**src/rtl/alu_pipe_if.sv**
```systemverilog
// Issue/result handshake bundle for alu_pipe.
// slave is the ALU's view; master is the issuer/consumer view.
interface alu_pipe_if #(
    parameter int unsigned WIDTH = 4
);
    logic             in_valid;
    logic             in_ready;
    logic [WIDTH-1:0] A;
    logic [WIDTH-1:0] B;
    logic [2:0]       sel;
    logic             out_valid;
    logic             out_ready;
    logic [WIDTH-1:0] result;
    logic [3:0]       flags;
    logic             busy;

    modport slave (
        input  in_valid, A, B, sel, out_ready,
        output in_ready, out_valid, result, flags, busy
    );

    modport master (
        output in_valid, A, B, sel, out_ready,
        input  in_ready, out_valid, result, flags, busy
    );
endinterface

```
**src/rtl/alu_pipe.sv**
```systemverilog
// Registered ALU with valid/ready handshakes, {N,Z,C,V} flags and a
// WIDTH-cycle shift-add multiplier. One operation in flight at a time.
module alu_pipe #(
    parameter int unsigned WIDTH = 4,
    parameter int unsigned SHW   = $clog2(WIDTH)
) (
    input logic       clk,
    input logic       rst,
    alu_pipe_if.slave bus
);
    localparam int unsigned CW = $clog2(WIDTH + 1);

    typedef enum logic [0:0] {StIdle, StMul} state_e;

    state_e             state_q, state_d;
    logic               out_valid_q, out_valid_d;
    logic [WIDTH-1:0]   result_q, result_d;
    logic [3:0]         flags_q, flags_d;
    logic [2*WIDTH-1:0] acc_q, acc_d;
    logic [2*WIDTH-1:0] mcand_q, mcand_d;
    logic [WIDTH-1:0]   mplier_q, mplier_d;
    logic [CW-1:0]      cnt_q, cnt_d;

    logic               accept;
    logic [SHW-1:0]     shamt;
    logic [WIDTH:0]     wide;
    logic [WIDTH-1:0]   alu_res;
    logic               alu_c;
    logic               alu_v;
    logic [2*WIDTH-1:0] acc_sum;

    assign bus.in_ready  = !rst && (state_q == StIdle) && (!out_valid_q || bus.out_ready);
    assign accept        = bus.in_valid && bus.in_ready;
    assign shamt         = bus.B[SHW-1:0];
    assign bus.out_valid = out_valid_q;
    assign bus.result    = result_q;
    assign bus.flags     = flags_q;
    assign bus.busy      = (state_q == StMul);

    // Single-cycle datapath; the extra bit of 'wide' carries C for add/sub/shifts.
    always_comb begin
        wide    = '0;
        alu_res = '0;
        alu_c   = 1'b0;
        alu_v   = 1'b0;
        case (bus.sel)
            3'b000: begin
                wide    = {1'b0, bus.A} + {1'b0, bus.B};
                alu_res = wide[WIDTH-1:0];
                alu_c   = wide[WIDTH];
                alu_v   = (bus.A[WIDTH-1] == bus.B[WIDTH-1]) &&
                          (alu_res[WIDTH-1] != bus.A[WIDTH-1]);
            end
            3'b001: begin
                wide    = {1'b0, bus.A} - {1'b0, bus.B};
                alu_res = wide[WIDTH-1:0];
                alu_c   = wide[WIDTH];
                alu_v   = (bus.A[WIDTH-1] != bus.B[WIDTH-1]) &&
                          (alu_res[WIDTH-1] != bus.A[WIDTH-1]);
            end
            3'b010: alu_res = bus.A & bus.B;
            3'b011: alu_res = bus.A | bus.B;
            3'b100: alu_res = bus.A ^ bus.B;
            3'b101: begin
                wide    = {1'b0, bus.A} << shamt;
                alu_res = wide[WIDTH-1:0];
                alu_c   = wide[WIDTH];
            end
            3'b110: begin
                wide    = {bus.A, 1'b0} >> shamt;
                alu_res = wide[WIDTH:1];
                alu_c   = wide[0];
            end
            default: ;
        endcase
    end

    assign acc_sum = acc_q + (mplier_q[0] ? mcand_q : '0);

    always_comb begin
        state_d     = state_q;
        out_valid_d = out_valid_q;
        result_d    = result_q;
        flags_d     = flags_q;
        acc_d       = acc_q;
        mcand_d     = mcand_q;
        mplier_d    = mplier_q;
        cnt_d       = cnt_q;
        unique case (state_q)
            StIdle: begin
                if (accept) begin
                    if (bus.sel == 3'b111) begin
                        state_d     = StMul;
                        out_valid_d = 1'b0;
                        acc_d       = '0;
                        mcand_d     = {{WIDTH{1'b0}}, bus.A};
                        mplier_d    = bus.B;
                        cnt_d       = CW'(WIDTH);
                    end else begin
                        out_valid_d = 1'b1;
                        result_d    = alu_res;
                        flags_d     = {alu_res[WIDTH-1], alu_res == '0, alu_c, alu_v};
                    end
                end else if (out_valid_q && bus.out_ready) begin
                    out_valid_d = 1'b0;
                end
            end
            StMul: begin
                acc_d    = acc_sum;
                mcand_d  = mcand_q << 1;
                mplier_d = mplier_q >> 1;
                cnt_d    = cnt_q - CW'(1);
                if (cnt_q == CW'(1)) begin
                    state_d     = StIdle;
                    out_valid_d = 1'b1;
                    result_d    = acc_sum[WIDTH-1:0];
                    flags_d     = {acc_sum[WIDTH-1], acc_sum[WIDTH-1:0] == '0,
                                   |acc_sum[2*WIDTH-1:WIDTH], 1'b0};
                end
            end
            default: state_d = StIdle;
        endcase
    end

    always_ff @(posedge clk or posedge rst) begin
        if (rst) begin
            state_q     <= StIdle;
            out_valid_q <= 1'b0;
            result_q    <= '0;
            flags_q     <= '0;
            acc_q       <= '0;
            mcand_q     <= '0;
            mplier_q    <= '0;
            cnt_q       <= '0;
        end else begin
            state_q     <= state_d;
            out_valid_q <= out_valid_d;
            result_q    <= result_d;
            flags_q     <= flags_d;
            acc_q       <= acc_d;
            mcand_q     <= mcand_d;
            mplier_q    <= mplier_d;
            cnt_q       <= cnt_d;
        end
    end
endmodule

```
**src/flat_wrapper.sv**
```systemverilog
// flat-port wrapper written by rule: the top's interface ports become plain ports
module alu_pipe_flat 
#(
    parameter int unsigned WIDTH = 4,
    parameter int unsigned SHW   = $clog2(WIDTH)
)
  (clk, rst, bus_in_valid, bus_A, bus_B, bus_sel, bus_out_ready, bus_in_ready, bus_out_valid, bus_result, bus_flags, bus_busy);
  alu_pipe_if #(.WIDTH(WIDTH)) bus_i ();
  input logic clk;
  input logic rst;
  input wire logic [$bits(bus_i.in_valid)-1:0] bus_in_valid;
  input wire logic [$bits(bus_i.A)-1:0] bus_A;
  input wire logic [$bits(bus_i.B)-1:0] bus_B;
  input wire logic [$bits(bus_i.sel)-1:0] bus_sel;
  input wire logic [$bits(bus_i.out_ready)-1:0] bus_out_ready;
  output wire logic [$bits(bus_i.in_ready)-1:0] bus_in_ready;
  output wire logic [$bits(bus_i.out_valid)-1:0] bus_out_valid;
  output wire logic [$bits(bus_i.result)-1:0] bus_result;
  output wire logic [$bits(bus_i.flags)-1:0] bus_flags;
  output wire logic [$bits(bus_i.busy)-1:0] bus_busy;
  assign bus_i.in_valid = bus_in_valid;
  assign bus_i.A = bus_A;
  assign bus_i.B = bus_B;
  assign bus_i.sel = bus_sel;
  assign bus_i.out_ready = bus_out_ready;
  assign bus_in_ready = bus_i.in_ready;
  assign bus_out_valid = bus_i.out_valid;
  assign bus_result = bus_i.result;
  assign bus_flags = bus_i.flags;
  assign bus_busy = bus_i.busy;
  alu_pipe #(.WIDTH(WIDTH), .SHW(SHW)) u_core (.clk(clk), .rst(rst), .bus(bus_i));
endmodule
```
**config.mk**
```make
export PLATFORM = sky130hd
export DESIGN_NAME = alu_pipe_flat
export DESIGN_NICKNAME = d
export VERILOG_FILES = /design/src/rtl/alu_pipe_if.sv /design/src/rtl/alu_pipe.sv /design/src/flat_wrapper.sv
export SDC_FILE = /design/constraint.sdc
export NUM_CORES = 1
export LEC_CHECK = 0
export CORE_MARGIN = 2
export CORE_UTILIZATION = 63
export DETAILED_ROUTE_END_ITERATION = 8
export GPL_ROUTABILITY_DRIVEN = 0
export GPL_TIMING_DRIVEN = 0
export PLACE_DENSITY_LB_ADDON = 0.15
export SLEW_MARGIN = 20
export SYNTH_ARGS = -nofsm -noshare
export SYNTH_HDL_FRONTEND = slang
export SYNTH_SLANG_ARGS = --single-unit
```
**constraint.sdc**
```tcl
create_clock -name clk -period 4.01 [get_ports clk]
set_clock_uncertainty 0.1 [all_clocks]
set_input_delay 1.203 -clock clk [delete_from_list [all_inputs] [get_ports clk]]
set_output_delay 1.203 -clock clk [all_outputs]
set_load 0.005 [all_outputs]
```
Yosys cells after proc, flatten, opt, wreduce, memory -nomap -nowiden. Cells that the tools add are included. Widths: inputs -> output; s select.

Bits in registers: 33. Word-level logic and storage cells: 84. Input port bits: 15.

Multiplexer cells: 33. Shift-type cells: 2. Equality and inequality tests: 17. Add/sub/neg operators: 4. Reduce and logical (&&, ||, !) cells: 16. Bitwise operators: 4.

Operators with widths (count): $mux 8 (5); $mux 4 (8); $pmux 8 s2 (2); $pmux 4 s7 (1); $pmux 4 s2 (3); $eq 3x3->1 const B (4); $add 8x8->8 (1); $logic_not 4->1 (2); $mux 1 (7); $eq 3x1->1 const B (2); $eq 3x2->1 const B (2); $logic_and 1x1->1 (6); $mux 3 (2); $ne 2x2->1 const B (3); $pmux 1 s2 (3); $pmux 3 s2 (1); $add 4x4->5 (1); $shl 4x2->5 (1); $shr 5x2->5 (1); $sub 4x4->5 (1); $and 4x4->4 (1); $or 4x4->4 (1); $pmux 1 s4 (1); $reduce_and 2->1 (2); other kinds (12) (15).

Depth between registers and ports, before layout. Gate-level depths: netlist of the first run.

Depth after elaboration: 7. Depth in mapped cells: 9. Gate-level depth less buffers: 9.

Least setup slack after synthesis of the first run. OpenSTA, ideal clock, no wires.

Path kind: input to register. Start point: input bus_B[1]. End point: register u_core.flags_q[2] (netlist: u_core.bus.flags[2]). Stages on the path: 8. Buffers on the path: 1. Arrival: 3.148 ns. Setup slack: 0.672 ns. Setup time: 0.090 ns. Path through: buf_2 > inv_1 > fa_1 > or2_0 > a32o_1 > or4_4 > nand2b_4 > o31ai_4.

Word-level cells in the longest chain between the ends: 6.

Ends and longest elaborated chain: from (decl) (RTL line flat_wrapper.sv:13) `input wire logic [$bits(bus_i.B)-1:0] bus_B;`; $sub 4x4->5 (tied with other cells) (RTL line alu_pipe.sv:55) `wide = {1'b0, bus.A} - {1'b0, bus.B};`; $pmux 4 s7 (*) (RTL line alu_pipe.sv:46) `case (bus.sel)`; $logic_not 4->1 (*) (RTL line alu_pipe.sv:102) `flags_d = {alu_res[WIDTH-1], alu_res == '0, alu_c, alu_v};`; $mux 4 (*) (RTL line alu_pipe.sv:92) `if (bus.sel == 3'b111) begin`; $mux 4 (*) (RTL line alu_pipe.sv:91) `if (accept) begin`; $pmux 4 s2 (*) (RTL line alu_pipe.sv:89) `unique case (state_q)`; to (signal assigned) (RTL line alu_pipe.sv:139) `flags_q <= flags_d;`; to (decl) (RTL line alu_pipe.sv:18) `logic [3:0] flags_q, flags_d;`.

Mark *: on every way between the ends. The rest lies on a longest branch, timed or not. The select of a mux whose other input is x is not followed. A chain may end at the register's enable or synchronous reset.

Worst setup path in the final report of the first run.
Start point: input bus_A[0]. End point: register u_core.flags_q[2] (netlist: u_core.bus.flags[2]).

Word-level cells in the longest chain between the ends: 6.

Ends and longest elaborated chain: from (decl) (RTL line flat_wrapper.sv:12) `input wire logic [$bits(bus_i.A)-1:0] bus_A;`; $sub 4x4->5 (tied with other cells) (RTL line alu_pipe.sv:55); $pmux 4 s7 (*) (RTL line alu_pipe.sv:46); $logic_not 4->1 (*) (RTL line alu_pipe.sv:102); $mux 4 (*) (RTL line alu_pipe.sv:92); $mux 4 (*) (RTL line alu_pipe.sv:91); $pmux 4 s2 (*) (RTL line alu_pipe.sv:89).

Marked as above.

==> metrics.md, run 1 <==
| Metric | Value |
|---|---|
| Area Growth Syn to Fin | 13.5% |
| Max-cap violation count | 0 |
| First drt pass iteration count | 5 |
| RSZ-0062 raised after global routing | no |
| Fin crit share | a little over nine tenths |
| Clk buf depth | 2 |
| Placed Area | slightly above 3000 µm² |
| Die span in y | ~70 µm |
| Hold endpoint | u_core.mplier_q[1]$_DFFE_PP0P_ |
| Number of I/O port buffers | 23 |
| Setup slack at placement | -0.0862 ns |
| Hold depth | 2 |
| Hold Fails Final Rpt | 0 |
| CP max stage cell | clkdlybuf4s50_1 |
| Synth top area cells | dfrtp_1 (29%), ha_1 (10%), nand2_1 (5.7%) |
| Largest net degree at the start of global routing | 33 |
| CTS Buf Count | 5 |
| Setup ws final | roughly 0.17 ns |
| Post-DP HPWL | between 5 and 6 mm |
| FF-to-FF End | u_core.bus.flags[1]$_DFFE_PP0P_ |
| Initial antenna violation count | 0 |
| Initial Utilization | about 64% |
| Max Clock Freq | between 0.2 and 0.3 GHz |
| Hold path start | u_core.mplier_q[1]$_DFFE_PP0P_ |
| Final instance area | about 3100 µm² |
| Min Hold Slack | around 0.38 ns |
| Sequential-to-total area share from yosys stat | between 20 and 30% |
| Critical Path Start Type | input pin |
| Num Clock Sinks | 32 |
| Tightest Pin Transition | 0.678 ns |
| Worst EP arrival | 3.92 ns |
| HP Class | reg -> reg |
| DRT Wirelength | about 7.0 mm |
| Syn avg cell area | 8.73 µm² |
| Reg2Reg Launch Point | u_core.mplier_q[0]$_DFFE_PP0P_ |
| Die area | a little under 5000 µm² |
| Final core occ | between 70% and 80% |
| CTS resizes | 0 |
| Layout fillers | 347 |
| Multi-input gate area | 1770 µm² |
| Worst-path fanout max | 6 |
| CP Capture Type | register |
| Synth Flop Type | dfrtp_1 |
| Reg area | 801 µm² |
| Detailed Route Iter0 Violations | 190 |
| Fin nets | a little under 400 |
| Post-layout minimum cycle time | around 3.8 ns |
| R2R Setup Slk | between 1 and 1.5 ns |
| Largest area contributor in the netlist | dfrtp_1 |
| Clk root buf | clkbuf_8 |
| CP Cell Sequence | clkdlybuf4s50_1, ha_1, inv_1, fa_1, or2_0, a32o_1, or4_4, nand2b_4, o31ai_4 |
| EDFF count, synth | 0 |
| First-pass GRT wire length | ~12 mm |
| H-tree levels | 2 |
| Post-Synthesis Cells | between 300 and 400 |
| # Post-CTS Setup Buffers | 0 |
| I/O pin total | 26 |
| Peak supply drop | between 200 and 300 µV |
| FFs w/ async S/R, synth | 100% |
| Post-DRT Antenna Nets | 0 |
| GRT Total Usage | 30.5% |
| Vias in the first global route | between 2000 and 2500 |
| Die span in x | between 70 and 80 µm |
| Total grt overflow | 0 |
| Clock transition at the registers of the reported paths | 0.06 ns |
| Max-slew headroom | between 50% and 60% |
| Core Area | 4290 µm² |
| Mapped Area | roughly 2800 µm² |
| Post-synthesis register bit count | 32 |
| CTS tree | done |
| Net Count, Synth | approximately 360 |
| Clk_lat worst skew | slightly below 0.3 ns |
| Yosys warnings | 0 |
| Final setup vio count | 0 |
| R2R depth | 7 |
| WL/cell | approximately 17 µm |
| Max-slew violation count | 0 |
| Number of inserted diodes | 0 |
| CP max stage delay | about 0.62 ns |
| Synth unique cells | 72 |
| Via Count | roughly 2600 |
| CP Class | in -> reg |
| Leakage power | approximately 1.5 nW |
| WP data required | between 4 and 5 ns |
| Fraction of layout cells with a size suffix above 1 | a little under a tenth |
| Row cnt | 24 |
| Power density cells | 493 nW/µm² |
| Via/cell ratio | 6.51 |
| Hold_buf cts | 0 |
| Top cell type's share of synthesized area | between 20% and 30% |
| Run status | complete, no violations |
| # DRC | 0 |
[stage by stage]
stage | setup TNS [ns] | cells | power, W
global placement | -0.0492 | 392 | 0.00128
global route | 0 | 399 | 0.00166
floorplan | 0 | 317 | 0.00104
finish | 0 | 399 | 0.00155
detailed placement | -0.112 | 392 | 0.00131
CTS | 0 | 399 | 0.00155
[per-layer routing]
metal,global-route usage (%),vias to the layer above,wire length [µm]
met3,5.48,15,451
met1,41.9,1256,3000
met2,49.2,121,3380
met4,9.19,0,144
li1,-,1206,-
met5,0,-,0
[sequential cells by signal (all words and copies together), names as in the netlist]
register,cells
u_core.bus.flags,3
u_core.bus.busy,1
u_core.mplier_q,4
u_core.bus.out_valid,1
u_core.mcand_q,8
u_core.bus.result,4
u_core.acc_q,8
u_core.cnt_q,3
[critical path, delay by kind of cell]
kind,cells,cell delay (ns)
simple gates,3,0.88
buf+inv,2,0.70
fa+ha+maj,2,0.70
compound gates,2,0.44
[power breakdown]
group | internal (W) | switching [W]
Combinational | 0.000356 | 0.000416
Sequential | 0.000452 | 0.0000885
Clock | 0.000118 | 0.000117
Total | 0.000927 | 0.000621
[layout by cell type, fill, tap and decap left out, drive strengths merged, types with 3 or more instances in the layout]
master	netlist	routed
a211oi	5	5
a21o	7	7
a21oi	10	10
a22oi	5	5
a32o	4	4
and2	8	8
buf	14	14
clkbuf	5	11
clkdlybuf4s50	0	23
dfrtp	32	32
fa	3	3
ha	22	22
inv	21	21
mux2	3	3
mux2i	5	5
nand2	42	42
nand2b	10	10
nand3	4	4
nand3b	6	6
nand4	3	3
nand4b	3	3
nor2	19	19
nor2b	5	5
nor3	4	4
o21ai	17	17
o22ai	4	4
o311ai	3	3
or2	3	3
xnor2	3	3
xor2	5	5
[cells by family (layout without fill, tap and decap cells)]
family,count (synthesis),after routing,share of synthesized area [%]
buffers and inverters,40,70,7.06
AO/OA/AOI/OAI,79,79,21.2
adder cells (fa/ha/maj),25,25,12.1
flip-flops,32,32,28.9
AND/OR/NAND/NOR,124,124,24.2
XOR/XNOR,8,8,2.53
multiplexers,9,9,3.98
[worst max path at each step]
stage | startpoint | end | slack (ns) | depth (start not counted)
floorplan | bus_B[1] | u_core.bus.flags[2]$_DFFE_PP0P_ | 0.67 | 8
global placement | bus_A[1] | u_core.bus.flags[2]$_DFFE_PP0P_ | -0.04 | 8
detailed placement | bus_A[0] | u_core.bus.flags[2]$_DFFE_PP0P_ | -0.09 | 9
CTS | bus_A[0] | u_core.bus.flags[2]$_DFFE_PP0P_ | 0.21 | 9
global route | bus_A[1] | u_core.bus.flags[2]$_DFFE_PP0P_ | 0.03 | 8
finish | bus_A[0] | u_core.bus.flags[2]$_DFFE_PP0P_ | 0.17 | 9
[final cells by class]
type | count | area share [%]
Multi-Input combinational cell | 245 | 56.4
Sequential cell | 32 | 25.5
Timing Repair Buffer | 23 | 7.33
Buffer | 19 | 3.71
Inverter | 21 | 2.51
Clock buffer | 6 | 2.31
Tap cell | 52 | 2.07
Clock inverter | 1 | 0.159
[synth_stat cells (all sizes together) (3+ instances only)]
| cell type | number |
|---|---|
| and2 | 8 |
| nor2 | 19 |
| o311ai | 3 |
| o22ai | 4 |
| nand2b | 10 |
| nor2b | 5 |
| nand2 | 42 |
| a21oi | 10 |
| nand4b | 3 |
| or2 | 3 |
| dfrtp | 32 |
| a211oi | 5 |
| nand3 | 4 |
| inv | 21 |
| mux2i | 5 |
| clkbuf | 5 |
| fa | 3 |
| xor2 | 5 |
| a22oi | 5 |
| o21ai | 17 |
| buf | 14 |
| a21o | 7 |
| nand4 | 3 |
| a32o | 4 |
| mux2 | 3 |
| nor3 | 4 |
| ha | 22 |
| xnor2 | 3 |
| nand3b | 6 |
Power figures use the tool's default switching activity.
==> run 2: changes to the inputs <==
Settings changed: ABC_AREA set to 1, CORE_UTILIZATION 63 to 62.
==> run 2 against run 1 <==
Critical path depth shrank 3; utilization grew 2.0 points; synthesized cell count grew 21%; total power grew 5.4%; sequential power shrank 2%; global-route usage shrank 0.45 points; final cell count grew 17%; via count shrank 0.19%; design area shrank 3.5%; sequential share of layout area grew 0.94 points; maximum frequency grew 2.6%; area after synthesis shrank 5.5%.
==> metrics.md, run 2 <==
| Metric | Value |
|---|---|
| CP max stage delay | just over 0.5 ns |
| Total grt overflow | 0 |
| Via Count | between 2000 and 3000 |
| Power after layout | approximately 0.0016 W |
| Multi-input gate area | 1500 µm² |
| Critical Path Start Type | input pin |
| Core Area | between 4000 and 5000 µm² |
| Syn avg cell area | about 6.8 µm² |
| Fraction of layout cells with a size suffix above 1 | roughly 7.0% |
| Met2 Use GR | a little over half |
| Delay-heaviest family, CP | buffers and inverters |
| Yosys warnings | 0 |
| CP max stage cell | clkdlybuf4s50_1 |
| Most common cell after layout, fill and taps aside | nand2_1 |
| Post-DRT Antenna Nets | 0 |
| GRT Total Usage | between 30% and 40% |
| Max-slew headroom | 55.3% |
| Max-cap violation count | 0 |
| Run status | complete, no violations |
| # DRC | 0 |
| Area Growth Syn to Fin | 15.8% |
| Detailed Route Iter0 Violations | 141 |
| Mapped Area | ~2600 µm² |
| Top cell type's share of synthesized area | between 30% and 40% |
| Clk root buf | clkbuf_8 |
| First-pass GRT wire length | 10.6 mm |
| Synth top area cells | dfrtp_1 (31%), nand2_1 (17%), ha_1 (11%) |
| Number of I/O port buffers | 24 |
| CTS resizes | 0 |
| Initial Utilization | between 60% and 70% |
| Row cnt | 23 |
| Die area | 4750 µm² |
| Num Clock Sinks | 32 |
| Largest regs | u_core.acc_q: 8 flops, u_core.mcand_q: 8 flops |
| Hold Fails Final Rpt | 0 |
| H-tree levels | 2 |
| Worst-path fanout max | 2 |
| # Post-CTS Setup Buffers | 0 |
| Post-DP HPWL | about 4.9 mm |
| Vias in the first global route | approximately 2500 |
| Clk_lat worst skew | 0.29 ns |
| Net Count, Synth | between 400 and 500 |
| CP Class | in -> out |
| Worst EP arrival | roughly 2.4 ns |
| EDFF count, synth | 0 |
| Synth unique cells | 33 |
| Most frequent cells in the layout | nand2_1 (116), inv_1 (59), nand3_1 (40), dfrtp_1 (32), nor2_1 (29) |
| Power density cells | ~540 nW/µm² |
| Largest area contributor in the netlist | dfrtp_1 |
| Layout Cells excl Fill | between 400 and 500 |
| Die span in y | 68.9 µm |
| Max Clock Freq | about 0.27 GHz |
| Post-layout minimum cycle time | 3.74 ns |
| Hold_buf cts | 0 |
| Post-Place Cells | between 400 and 500 |
| Reg area | roughly 800 µm² |
| Post-Synthesis Cells | approximately 380 |
| WP data required | approximately 2.7 ns |
| GR peak layer | met2 |
| CP Cell Sequence | clkdlybuf4s50_1, inv_1, nand2_1, nand2_1, nor2_2, clkdlybuf4s50_1 |
| Leakage power | between 1.5 and 2 nW |
| Max-slew violation count | 0 |
| Fin nets | about 450 |
| Final core occ | approximately three quarters |
| DRT Wirelength | roughly 6.4 mm |
| WL/cell | 13.7 µm |
| Post-route setup TNS | 0 ns |
| Met3 Resource Use GR | 4.55% |
| Clock transition at the registers of the reported paths | 0.07 ns |
| Peak supply drop | approximately 260 µV |
| FFs w/ async S/R, synth | between 90% and 100% |
| Final setup vio count | 0 |
| Tightest Pin Transition | between 0.6 and 0.7 ns |
| CTS Buf Count | 5 |
| CTS tree | done |
| Layout fillers | about 340 |
| Via/cell ratio | ~5.6 |
| Sequential-to-total area share from yosys stat | between 30% and 40% |
| Largest net degree at the start of global routing | 33 |
| Die span in x | just under 70 µm |
| HP Class | reg -> reg |
| RSZ-0062 raised after global routing | no |
| Post-synthesis register bit count | 32 |
| Crit path buf inv count | 3 |
| Most instantiated cells after synthesis | nand2_1 (116), inv_1 (60), nand3_1 (40) |
| CP Capture Type | primary output |
| Number of inserted diodes | 0 |
| First drt pass iteration count | 5 |
| Fin crit share | between 90 and 100% |
| I/O pin total | 26 |
| Met1 usage in global routing | between 30% and 40% |
| Initial antenna violation count | 0 |
| Clk buf depth | 2 |
| Most common cell in the netlist | nand2_1 |
| Synth Flop Type | dfrtp_1 |
-- run 2: changes by cell type after synthesis, sizes merged, moves of 6 or more --
cell / change
a21o: -7
and2: -8
buf: -6
inv: +45
nand2: +75
nand2b: -10
nand3: +36
nor2: +13
-- run 2: worst min-delay path: stages, from the launching register on --
cell and delay, ns:
dfrtp_1 0.34, nand2_1 0.06, nand2_1 0.06
-- run 2: power breakdown --
| group | internal [W] | switching [W] | total [W] |
|---|---|---|---|
| sequential | 0.000452 | 0.0000768 | 0.000529 |
| clock | 0.000184 | 0.000129 | 0.000313 |
| combinational | 0.000332 | 0.000458 | 0.000790 |
| total | 0.000968 | 0.000664 | 0.00163 |
-- run 2: cell families after synthesis --
logic type | synth area share [%]
simple gates | 32.6
buf+inv | 12.2
compound gates | 10.1
flops | 30.6
fa+ha+maj | 12.8
xor+xnor | 1.68
-- run 2: path summary, 6_finish.rpt --
check                                                     start                                to  slack, ns  depth (start not counted)
worst max-delay path                              bus_out_ready                      bus_in_ready       0.27                          6
max in group asynchronous                                   rst  u_core.bus.result[1]$_DFFE_PP0P_       2.08                          2
worst min register to register  u_core.bus.flags[0]$_DFFE_PP0P_   u_core.bus.flags[0]$_DFFE_PP0P_       0.39                          2
min in group asynchronous                                   rst         u_core.bus.busy$_DFF_PP0_       1.29                          2
worst max register to register   u_core.mplier_q[0]$_DFFE_PP0P_   u_core.bus.flags[1]$_DFFE_PP0P_       1.69                         12
worst min-delay path            u_core.bus.flags[0]$_DFFE_PP0P_   u_core.bus.flags[0]$_DFFE_PP0P_       0.39                          2
-- run 2: layout make-up --
type / instances / area share (%)
Inverter: 66 / 8.43
Timing Repair Buffer: 24 / 7.93
Buffer: 9 / 2.07
Tap cell: 50 / 2.07
Sequential cell: 32 / 26.4
Clock inverter: 3 / 1.40
Multi-Input combinational cell: 276 / 49.4
Clock buffer: 5 / 2.27
-- run 2: stage by stage --
stage | hold slack, ns | worst slack, ns | area [µm²]
2_1_floorplan | 0.348 | 1.27 | 2610
3_3_place_gp | 0.362 | 0.280 | 2920
3_5_place_dp | 0.372 | 0.269 | 2920
4_1_cts | 0.391 | 0.268 | 3030
5_1_grt | 0.431 | 0.193 | 3030
6_report | 0.387 | 0.272 | 3030
-- run 2: layer usage --
layer,wire length [µm],up-vias,share of wire [%]
met2,3140,97,49
met1,2670,1194,42
met5,0,-,0
met3,294,23,4.6
met4,263,0,4.1
li1,-,1279,-
==> run 3: changes to the inputs <==
Settings changed: CORE_UTILIZATION 62 to 40.
==> run 3 against run 2 <==
Register-to-register slack better by 0.06 ns; critical path depth did not move; utilization fell by 27 points; flip-flop and latch count unchanged; non-clock buffer count stayed put; global-route usage is 11 points lower; largest power group unchanged; routed wire length grew 0.63%; first-iteration DRC count decreased by 9.2%; critical path type unchanged; clock power decreased by 13%.
==> metrics.md, run 3 (same netlist as run 2, synthesis figures left out) <==
| Metric | Value |
|---|---|
| CTS Buf Count | 5 |
| Core Area | approximately 6300 µm² |
| Hold depth | 2 |
| Hold_buf cts | 0 |
| Post-route setup TNS | 0 ns |
| WL/cell | approximately 13 µm |
| Setup ws final | between 0.2 and 0.3 ns |
| Clock transition at the registers of the reported paths | 0.06 ns |
| First drt pass iteration count | 4 |
| Initial Utilization | 41.2% |
| First-pass GRT wire length | roughly 11 mm |
| Power density cells | a little over 500 nW/µm² |
| Max Clock Freq | 0.268 GHz |
| Clk_lat worst skew | 0.28 ns |
| Critical Path Start Type | input pin |
| Fin crit share | between 90 and 100% |
| Largest regs | u_core.acc_q: 8 flops, u_core.mcand_q: 8 flops |
| Tightest Pin Transition | a little under 0.7 ns |
| CP max stage cell | clkdlybuf4s50_1 |
| Final setup vio count | 0 |
| I/O pin total | 26 |
| Final instance area | about 3000 µm² |
| Placed Area | 2950 µm² |
| Die area | 7200 µm² |
| Worst EP arrival | around 2.4 ns |
| Post-layout minimum cycle time | about 3.7 ns |
| # DRC | 0 |
| Row cnt | 29 |
| Total grt overflow | 0 |
| Via Count | 2479 |
| Reg area | 801 µm² |
| CP Class | in -> out |
| Die span in y | ~85 µm |
| Clk buf depth | 2 |
| CTS resizes | 0 |
| Fraction of layout cells with a size suffix above 1 | 6.76% |
| Run status | complete, no violations |
| Max-slew headroom | between 50% and 60% |
| Num Clock Sinks | 32 |
| Multi-input gate area | 1500 µm² |
| Most frequent cells in the layout | nand2_1 (116), inv_1 (59), nand3_1 (40), dfrtp_1 (32), nor2_1 (29) |
| Setup slack at placement | ~0.27 ns |
| WP data required | about 2.7 ns |
| CTS tree | done |
| Detailed Route Iter0 Violations | 128 |
| Layout fillers | roughly 630 |
| Area Growth Syn to Fin | 16.6% |
| H-tree levels | 2 |
| WP depth | 6 |
| Peak supply drop | between 200 and 300 µV |
| R2R depth | 12 |
| Number of I/O port buffers | 24 |
| Met1 usage in global routing | a little under a quarter |
| CP Cell Sequence | clkdlybuf4s50_1, inv_1, nand2_1, nand2_1, nor2_2, clkdlybuf4s50_1 |
| Met3 Resource Use GR | between 3 and 4% |
| Number of inserted diodes | 0 |
| Die span in x | about 85 µm |
| Leakage power | 1.66 nW |
| Worst-path fanout max | 2 |
| Delay-heaviest family, CP | buffers and inverters |
| Post-DRT Antenna Nets | 0 |
| RSZ-0062 raised after global routing | no |
| Hold Fails Final Rpt | 0 |
| Via/cell ratio | ~5 |
| HP Class | reg -> reg |
| Met2 Use GR | about a third |
| CP max stage delay | 0.50 ns |
| Clk root buf | clkbuf_8 |
| Largest net degree at the start of global routing | 33 |
| Max-cap violation count | 0 |
| GRT Total Usage | 19.5% |
| Most common cell after layout, fill and taps aside | nand2_1 |
| Post-DP HPWL | between 5 and 6 mm |
| # Post-CTS Setup Buffers | 0 |
| CP Capture Type | primary output |
| Crit path buf inv count | 3 |
| Power after layout | between 0.0015 and 0.002 W |
| Vias in the first global route | roughly 2500 |
| GR peak layer | met2 |
| Initial antenna violation count | 0 |
| Fin nets | approximately 450 |
| Max-slew violation count | 0 |
| DRT Wirelength | between 6 and 7 mm |
[run 3: changes by cell type in the layout (fill, tap and decap cells not counted)]
cell,before,now
bufinv_16,1,0
clkbuf_8,5,7
clkinv_2,1,0
clkinvlp_4,1,0
[run 3: metrics by stage]
step | instances | util [%] | hold slack (ns)
2_1_floorplan | 383 | - | 0.348
3_3_place_gp | 484 | 46.5 | 0.364
3_5_place_dp | 484 | 46.5 | 0.365
4_1_cts | 491 | 48.0 | 0.383
5_1_grt | 491 | 48.0 | 0.428
6_report | 491 | 48.0 | 0.383
[run 3: layout make-up]
type                    count  share of cell area [%]
multi-input cells         276                    49.1
clock buffers               7                    3.16
plain buffers               9                    2.05
repair buffers             24                    7.89
flip-flops and latches     32                    26.3
well taps                  77                    3.16
inverters                  66                    8.38
[run 3: power breakdown]
part | internal [W] | switching [W] | leakage (nW) | total (W)
combinational | 0.000331 | 0.000443 | 1.19 | 0.000774
sequential | 0.000452 | 0.0000724 | 0.415 | 0.000525
clock | 0.000153 | 0.000118 | 0.0503 | 0.000271
[run 3: tightest hold or removal path: stages, from the launching register on]
cell and delay [ns]:
dfrtp_1 0.35, nand2_1 0.05, nand2_1 0.05
[run 3: path summary, 6_finish.rpt]
| check | startpoint | endpoint | slack [ns] |
|---|---|---|---|
| max | bus_out_ready | bus_in_ready | 0.28 |
| min | u_core.bus.flags[0]$_DFFE_PP0P_ | u_core.bus.flags[0]$_DFFE_PP0P_ | 0.38 |
| max reg2reg | u_core.mplier_q[0]$_DFFE_PP0P_ | u_core.bus.flags[1]$_DFFE_PP0P_ | 1.75 |
| min reg2reg | u_core.bus.flags[0]$_DFFE_PP0P_ | u_core.bus.flags[0]$_DFFE_PP0P_ | 0.38 |
| max in group asynchronous | rst | u_core.acc_q[2]$_DFFE_PP0P_ | 2.03 |
| min in group asynchronous | rst | u_core.bus.flags[0]$_DFFE_PP0P_ | 1.32 |
[run 3: per-layer routing]
metal | wire length [µm] | vias to the layer above | share of wire (%)
li1 | - | 1283 | -
met1 | 2830 | 1136 | 44
met2 | 3200 | 48 | 50
met3 | 186 | 12 | 2.9
met4 | 197 | 0 | 3.1
met5 | 0 | - | 0
